## src/rtl/spi_master_regmap_if.sv

```systemverilog
// Request/response bus between a host and spi_master_regmap.
//   req_valid/req_ready  accept handshake (accept when both high on clk edge)
//   req_rd/addr/wdata    request fields, captured on accept
//   rsp_valid/rsp_rdata  one-cycle completion pulse and read data
//   busy                 frame or inter-frame gap in progress
// master = host side, slave = SPI master block side.
interface spi_master_regmap_if #(
  parameter int ADDR_WIDTH = 7,
  parameter int DATA_WIDTH = 8
);
  logic                  req_valid;
  logic                  req_ready;
  logic                  req_rd;
  logic [ADDR_WIDTH-1:0] req_addr;
  logic [DATA_WIDTH-1:0] req_wdata;
  logic                  rsp_valid;
  logic [DATA_WIDTH-1:0] rsp_rdata;
  logic                  busy;

  modport master (
    output req_valid, req_rd, req_addr, req_wdata,
    input  req_ready, rsp_valid, rsp_rdata, busy
  );

  modport slave (
    input  req_valid, req_rd, req_addr, req_wdata,
    output req_ready, rsp_valid, rsp_rdata, busy
  );
endinterface

```

## src/rtl/spi_master_regmap.sv

```systemverilog
// SPI mode-0 master for register read/write frames {rd, addr, data}.
// Ports:
//   clk, rst  rising-edge clock, synchronous active-high reset
//   bus       request/response handshake (slave modport)
//   sck_o     SPI clock, idle low
//   sdo_o     MOSI, MSB first, changes with SCK falling
//   sdi_i     MISO, sampled with SCK rising (responder is clk-synchronous)
//   cs_n_o    chip select, active low
//
// state | meaning
// IDLE  | ready for a request, cs_n high
// SETUP | cs_n low, MSB on sdo, one half-period before first SCK rise
// SHIFT | SCK toggling, FW rising and FW falling edges
// HOLD  | SCK low after last fall, one half-period before cs_n release
// GAP   | cs_n high for two half-periods before the next frame
module spi_master_regmap #(
  parameter int HALF_DIV   = 5,
  parameter int ADDR_WIDTH = 7,
  parameter int DATA_WIDTH = 8
) (
  input  logic                  clk,
  input  logic                  rst,
  spi_master_regmap_if.slave    bus,
  output logic                  sck_o,
  output logic                  sdo_o,
  input  logic                  sdi_i,
  output logic                  cs_n_o
);
  localparam int FW    = 1 + ADDR_WIDTH + DATA_WIDTH;
  localparam int DIV_W = $clog2(HALF_DIV);
  localparam int BIT_W = $clog2(FW + 1);
  localparam logic [DIV_W-1:0] DIV_LOAD = DIV_W'(HALF_DIV - 1);
  localparam logic [BIT_W-1:0] LAST_BIT = BIT_W'(FW - 1);

  typedef enum logic [2:0] {IDLE, SETUP, SHIFT, HOLD, GAP} state_t;

  state_t                state_q, state_d;
  logic [DIV_W-1:0]      div_q;
  logic [BIT_W-1:0]      bit_q;
  logic [FW-1:0]         tx_q;
  logic [FW-1:0]         frame;
  // Only the last DATA_WIDTH samples can reach rsp_rdata, so older ones shift out.
  logic [DATA_WIDTH-1:0] rx_q;
  logic [DATA_WIDTH-1:0] rdata_q;
  logic                  rd_q;
  logic                  rsp_valid_q;
  logic                  accept;
  logic                  tick;
  logic                  last_fall;

  assign bus.req_ready = (state_q == IDLE) && !rst;
  assign bus.busy      = (state_q != IDLE);
  assign bus.rsp_valid = rsp_valid_q;
  assign bus.rsp_rdata = rdata_q;

  assign accept    = bus.req_valid && bus.req_ready;
  assign tick      = (div_q == '0);
  // sck_o high at a tick means this tick drives a falling edge.
  assign last_fall = sck_o && (bit_q == LAST_BIT);
  assign frame     = {bus.req_rd, bus.req_addr,
                      bus.req_rd ? {DATA_WIDTH{1'b0}} : bus.req_wdata};

  always_ff @(posedge clk) begin
    if (rst) state_q <= IDLE;
    else     state_q <= state_d;
  end

  always_comb begin
    state_d = state_q;
    case (state_q)
      IDLE:    if (accept)                     state_d = SETUP;
      SETUP:   if (tick)                       state_d = SHIFT;
      SHIFT:   if (tick && last_fall)          state_d = HOLD;
      HOLD:    if (tick)                       state_d = GAP;
      GAP:     if (tick && bit_q == BIT_W'(1)) state_d = IDLE;
      default:                                 state_d = IDLE;
    endcase
  end

  always_ff @(posedge clk) begin
    if (rst) begin
      div_q       <= '0;
      bit_q       <= '0;
      tx_q        <= '0;
      rx_q        <= '0;
      rdata_q     <= '0;
      rd_q        <= 1'b0;
      rsp_valid_q <= 1'b0;
      cs_n_o      <= 1'b1;
      sck_o       <= 1'b0;
      sdo_o       <= 1'b0;
    end else begin
      rsp_valid_q <= 1'b0;
      if (accept) begin
        div_q  <= DIV_LOAD;
        bit_q  <= '0;
        rx_q   <= '0;
        rd_q   <= bus.req_rd;
        sdo_o  <= frame[FW-1];
        tx_q   <= frame << 1;
        cs_n_o <= 1'b0;
        sck_o  <= 1'b0;
      end else if (state_q != IDLE) begin
        div_q <= tick ? DIV_LOAD : div_q - 1'b1;
        if (tick) begin
          case (state_q)
            SETUP: begin
              sck_o <= 1'b1;
              rx_q  <= {rx_q[DATA_WIDTH-2:0], sdi_i};
            end
            SHIFT: begin
              if (sck_o) begin
                sck_o <= 1'b0;
                bit_q <= bit_q + 1'b1;
                // After the last fall sdo keeps the final bit through HOLD.
                if (!last_fall) begin
                  sdo_o <= tx_q[FW-1];
                  tx_q  <= tx_q << 1;
                end
              end else begin
                sck_o <= 1'b1;
                rx_q  <= {rx_q[DATA_WIDTH-2:0], sdi_i};
              end
            end
            HOLD: begin
              cs_n_o      <= 1'b1;
              sdo_o       <= 1'b0;
              rsp_valid_q <= 1'b1;
              rdata_q     <= rd_q ? rx_q : '0;
              bit_q       <= '0;  // reused to count the two GAP half-periods
            end
            GAP:     bit_q <= BIT_W'(1);
            default: ;
          endcase
        end
      end
    end
  end
endmodule

```

## src/flat_wrapper.sv

```systemverilog
// flat-port wrapper written by rule: the top's interface ports become plain ports
module spi_master_regmap_flat 
#(
  parameter int HALF_DIV   = 5,
  parameter int ADDR_WIDTH = 7,
  parameter int DATA_WIDTH = 8
)
  (clk, rst, sck_o, sdo_o, sdi_i, cs_n_o, bus_req_valid, bus_req_rd, bus_req_addr, bus_req_wdata, bus_req_ready, bus_rsp_valid, bus_rsp_rdata, bus_busy);
  spi_master_regmap_if #(.ADDR_WIDTH(ADDR_WIDTH), .DATA_WIDTH(DATA_WIDTH)) bus_i ();
  input  logic clk;
  input  logic rst;
  output logic sck_o;
  output logic sdo_o;
  input  logic sdi_i;
  output logic cs_n_o;
  input wire logic [$bits(bus_i.req_valid)-1:0] bus_req_valid;
  input wire logic [$bits(bus_i.req_rd)-1:0] bus_req_rd;
  input wire logic [$bits(bus_i.req_addr)-1:0] bus_req_addr;
  input wire logic [$bits(bus_i.req_wdata)-1:0] bus_req_wdata;
  output wire logic [$bits(bus_i.req_ready)-1:0] bus_req_ready;
  output wire logic [$bits(bus_i.rsp_valid)-1:0] bus_rsp_valid;
  output wire logic [$bits(bus_i.rsp_rdata)-1:0] bus_rsp_rdata;
  output wire logic [$bits(bus_i.busy)-1:0] bus_busy;
  assign bus_i.req_valid = bus_req_valid;
  assign bus_i.req_rd = bus_req_rd;
  assign bus_i.req_addr = bus_req_addr;
  assign bus_i.req_wdata = bus_req_wdata;
  assign bus_req_ready = bus_i.req_ready;
  assign bus_rsp_valid = bus_i.rsp_valid;
  assign bus_rsp_rdata = bus_i.rsp_rdata;
  assign bus_busy = bus_i.busy;
  spi_master_regmap #(.HALF_DIV(HALF_DIV), .ADDR_WIDTH(ADDR_WIDTH), .DATA_WIDTH(DATA_WIDTH)) u_core (.clk(clk), .rst(rst), .bus(bus_i), .sck_o(sck_o), .sdo_o(sdo_o), .sdi_i(sdi_i), .cs_n_o(cs_n_o));
endmodule
```

## config.mk

```make
export PLATFORM = sky130hd
export DESIGN_NAME = spi_master_regmap_flat
export DESIGN_NICKNAME = d
export VERILOG_FILES = /design/src/rtl/spi_master_regmap_if.sv /design/src/rtl/spi_master_regmap.sv /design/src/flat_wrapper.sv
export SDC_FILE = /design/constraint.sdc
export NUM_CORES = 1
export LEC_CHECK = 0
export ABC_AREA = 0
export BUFFER_PORTS_ARGS = -buffer_cell sky130_fd_sc_hd__buf_2
export CORE_AREA = 10 10 89 68
export DETAILED_ROUTE_END_ITERATION = 10
export DIE_AREA = 0 0 99 78
export HOLD_SLACK_MARGIN = 0.15
export PLACE_DENSITY_LB_ADDON = 0.25
export SYNTH_ARGS = -nofsm -noshare
export SYNTH_HDL_FRONTEND = slang
export SYNTH_SLANG_ARGS = --single-unit
```

## constraint.sdc

```tcl
create_clock -name clk -period 2 [get_ports clk]
set_clock_uncertainty 0.2 [all_clocks]
set_input_delay 0.2 -clock clk [delete_from_list [all_inputs] [get_ports clk]]
set_output_delay 0.2 -clock clk [all_outputs]
set_load 0.02 [all_outputs]
```

# Word level (Yosys, flattened, before mapping)
# Cells that the tools add are included.
# word_totals
regBits	47
out_inout_bits	14
in_bits	20
# op_classes
n_reduce_logical	27
addsub	2
eq_ne	16
mux	34
n_bitwise	3
# ops
op	count
16-bit 2-to-1 mux	6
3-bit 2-to-1 mux	8
8-bit 2-to-1 mux	3
8-bit one-hot mux with 2 select lines	1
3-bit one-hot mux with 5 select lines	1
5-bit one-hot mux with 3 select lines	1
5-bit AND reduction	3
2-bit by 1-bit inequality test with 1-bit output (second input constant)	7
4-bit AND reduction	3
2-bit nonzero test	6
1-bit 2-to-1 mux	11
3-bit nonzero test	3
3-bit by 2-bit equality test with 1-bit output (second input constant)	2
3-bit zero test	2
3-bit AND reduction	2
5-bit by 1-bit adder with 5-bit output (second input constant)	1
5-bit by 1-bit equality test with 1-bit output (second input constant)	1
5-bit by 4-bit equality test with 1-bit output (second input constant)	1
1-bit logical AND	5
5-bit 2-to-1 mux	1
1-bit one-hot mux with 2 select lines	2
4-bit OR reduction	1
3-bit by 1-bit equality test with 1-bit output (second input constant)	1
3-bit equality test (second input constant)	1
other kinds (7)	9

# Logic depth before layout (Yosys ltp)
# depth
ltp_word	8
mapped_depth	9
mapped_depth_nobuf	7

# Worst setup path before layout
# No wires, ideal clock.
# synth_path
path_type	reg-to-reg
startpoint	register u_core.bit_q[0]
endpoint	register u_core.tx_q[3]
slack_ps	-17
setup_ps	91
synth_period_minus_slack_ps	2017
t_required_ps	1709
arrival_ps	1727
path_buffers	2
path_stages_with_launch	10
path_cell_list	dfxtp_1 ha_1 and3_1 ha_1 nor2b_1 and3_1 buf_2 buf_6 nand2_1 a311oi_1
# synth_via
elab_chain_cells	4
# synth_rtl
item	line	source
start: declaration	spi_master_regmap.sv:39	logic [BIT_W-1:0] bit_q;
start signal: assignment	spi_master_regmap.sv:114	bit_q <= bit_q + 1'b1;
5-bit by 4-bit equality test with 1-bit output	spi_master_regmap.sv:59	assign last_fall = sck_o && (bit_q == LAST_BIT);
1-bit logical AND	spi_master_regmap.sv:59	
2-bit by 1-bit inequality test with 1-bit output (no source line)	n/a	
5-bit AND reduction (no source line)	n/a	
end signal: assignment	spi_master_regmap.sv:100	tx_q <= frame << 1;
end signal: assignment	spi_master_regmap.sv:118	tx_q <= tx_q << 1;
end: declaration	spi_master_regmap.sv:40	logic [FW-1:0] tx_q;
# No other way between the ends.
# A chain may end at the register's enable or synchronous reset.

# Worst setup path in the final report
# layout_path
startpoint	register u_core.bit_q[0]
endpoint	register u_core.tx_q[7]
# The elaborated chain is that of the path after synthesis.

==> qor.csv <==
metric,value,unit
outcome,finished clean,
Post-Synthesis Cells,235,
hold path endpoint,u_core.cs_n_o,
Worst-Skew Late Latency,0.30,ns
DRT Pass-1 Iters,4,
Final min period,2.00,ns
total grt overflow,0,
Final GP Congestion,0.808,
DRT iter0 DRCs,152,
most frequent cells in the layout,"dfxtp_1, nand2_1, buf_2",
Comb power frac,20.3,%
ANT cells,0,
max_slew headroom,66.5,%
worst hold start,u_core.cs_n_o,
CP top delay family,simple AND/OR/NAND/NOR gates,
HP Class,flip-flop to flip-flop,
R2R Path End,u_core.tx_q[7],
Synth warnings,0,
final worst path period share,99.8,%
Post-synth ARST share,0,%
Static Leakage,1.17,nW
r2r worst-path depth,8,
vias per cell,5.33,
first-pass GRT wire length,8380,um
Chip Width,99,um
crit-path cells,"ha_2, and3_4, ha_2, nor2b_2, and3_4, clkbuf_16, nand2_1, a311oi_1",
number of synthesized register bits,47,
die height,78,um
setup TNS,0,ns
core area,0.00449,mm^2
required time of the critical path,2.01,ns
nets,325,
Mapped Area,0.00211,mm^2
clk slew on worst S/H paths,0.09,ns
clock root buffer,clkbuf_8,
worst-margin pin slew,0.501,ns
io pins,34,
Initial Util,46.9,%
P_int,1.43,mW
Max VDD drop,397,uV
layout cell share with drive strength beyond 1,28.7,%
"Slew Viols, Final",0,
"EDFF count, synth",0,
max incr delay on CP,0.33,ns
Final Hold Fails,0,
register area share after synthesis,44.7,%
syn_area_per_cell,8.97,um^2
worst r2r src,u_core.bit_q[0],
vias,1920,
Layout area overhead,33.3,%
Port Buffers,33,
ANT nets after route,0,
Sw Ratio,29.9,%
largest net degree at the start of global routing,26,
FMAX,501,MHz
NetSw,0.609,mW
WP data arrival,2.00,ns
row count,21,
post-layout util,62.5,%
Max Cap Viol,0,
main flop type after synthesis,dfxtp_1,
critical path peak fanout,7,
initial antenna violation count,0,
CP Buf/Inv Count,1,
"commonest non-fill, non-tap cell in the layout",dfxtp_1,
CTS tree,built,
crit end category,flip-flop,
Clock power frac,29.3,%
drt wl/cell,14.5,um
"Net Count, Synth",258,
total track usage,12.7,%
critical path type,flip-flop to flip-flop,
library cells used by synthesis,44,
WL final,5230,um
PwrDens,725,mW/mm^2
crit start category,flip-flop,
count of final setup violators,0,
total CTS buffers,5,
H-tree depth,2,
Hold Path Stages,2,
Die ar.,0.00772,mm^2
clock sinks,47,
Final Worst Setup Slack,0.00394,ns
Final HPWL DP,3490,um
drt drc,0,
CP max-delay cell,dfxtp_2,
vias in the first global route,1809,
Clock Tree Buf Depth,2,
sequential fraction of design power,50.4,%
pre-CTS WS,-0.0651,ns
flop-to-flop setup slack,0.004,ns
-- worst max-delay path by stage --
stage	from	endpoint	slack, ns	cells past startpoint
after floorplan	u_core.bit_q[0]	u_core.tx_q[3]	0.004	9
after global placement	u_core.bit_q[0]	u_core.tx_q[10]	0.02	8
after detailed placement	u_core.bit_q[0]	u_core.tx_q[9]	-0.07	8
after CTS	u_core.bit_q[0]	u_core.tx_q[3]	0.007	8
after global routing	u_core.bit_q[1]	u_core.tx_q[7]	-0.08	9
final	u_core.bit_q[0]	u_core.tx_q[7]	0.004	8
-- per-stage QoR --
| step | hold WS (ns) | total power, mW | instances | instance area [um^2] |
|---|---|---|---|---|
| global route | 0.298 | 2.14 | 360 | 2810 |
| detailed placement | 0.248 | 1.41 | 329 | 2430 |
| CTS | 0.275 | 2.03 | 357 | 2720 |
| global placement | 0.236 | 1.41 | 329 | 2430 |
| floorplan | 0.144 | 1.28 | 235 | 2110 |
| finish | 0.264 | 2.03 | 360 | 2810 |
-- cells in the mapped netlist, drive strengths merged, types with 2 or more instances --
master,n,area [um^2]
a31oi,2,12.5
inv,6,22.5
nor2,30,115
nand2,33,124
clkbuf,6,22.5
a311oi,14,123
a21o,2,15.0
nor2b,3,18.8
nand3,5,25.0
o21ai,8,55.1
ha,3,37.5
buf,9,63.8
xnor2,2,17.5
xor2,2,17.5
nor3b,4,35.0
a22o,8,70.1
dfxtp,47,941
mux2i,9,90.1
a21oi,13,65.1
nor3,7,51.3
a211oi,4,40.0
and3,4,25.0
nand3b,2,15.0
-- worst reg2reg max path, cell delays in order (launching register included) --
cell and delay, ns:
dfxtp_2 0.33, ha_2 0.18, and3_4 0.18, ha_2 0.17, nor2b_2 0.12, and3_4 0.23
clkbuf_16 0.15, nand2_1 0.06, a311oi_1 0.29
-- cell families (layout without fill, tap and decap cells) --
family | count (synthesis) | after routing | synth area share, %
AND/OR/NAND/NOR | 94 | 94 | 22.0
AO/OA/AOI/OAI | 57 | 57 | 20.5
flip-flops | 47 | 47 | 44.7
buffers and inverters | 21 | 89 | 5.17
multiplexers | 9 | 9 | 4.28
XOR/XNOR | 4 | 4 | 1.66
adder cells (fa/ha/maj) | 3 | 3 | 1.78
-- registers in the layout, summed over array words and instances (netlist names) --
| name | cells |
|---|---|
| u_core.bit_q | 5 |
| u_core.bus.rsp_rdata | 8 |
| u_core.bus.rsp_valid | 1 |
| u_core.cs_n_o | 1 |
| u_core.div_q | 3 |
| u_core.rd_q | 1 |
| u_core.rx_q | 8 |
| u_core.sck_o | 1 |
| u_core.sdo_o | 1 |
| u_core.state_q | 3 |
| u_core.tx_q | 15 |
-- routing by layer --
layer  vias up  wire (um)  global-route usage [%]
met5         -          0                       0
met1       897       2470                    15.9
li1        974          -                       -
met3         4        270                    4.07
met2        45       2460                    20.8
met4         0         26                    2.57
-- area by class of cell --
| type | count | area (um^2) |
|---|---|---|
| clock buffers | 5 | 68.8 |
| clock inverters | 3 | 22.5 |
| multi-input cells | 167 | 1100 |
| well taps | 57 | 71.3 |
| repair buffers | 75 | 574 |
| fillers | 395 | 1690 |
| flip-flops and latches | 47 | 943 |
| inverters | 6 | 22.5 |
-- power by group through the flow --
stage | registers [mW] | clock network [mW] | logic [mW]
floorplan | 1.05 | 0 | 0.238
global placement | 1.05 | 0 | 0.360
detailed placement | 1.05 | 0 | 0.365
CTS | 1.02 | 0.607 | 0.397
global route | 1.03 | 0.653 | 0.453
finish | 1.03 | 0.596 | 0.414
-- what timing repair did --
action,in CTS,in global routing
setup buffers,1,1
resized for setup,2,12
pin swaps,1,4
hold endpoints to repair,21,0
hold buffers,19,0
setup endpoints to repair,14,25
gates cloned,0,2
Note: power is estimated with default switching activity, not from simulation.
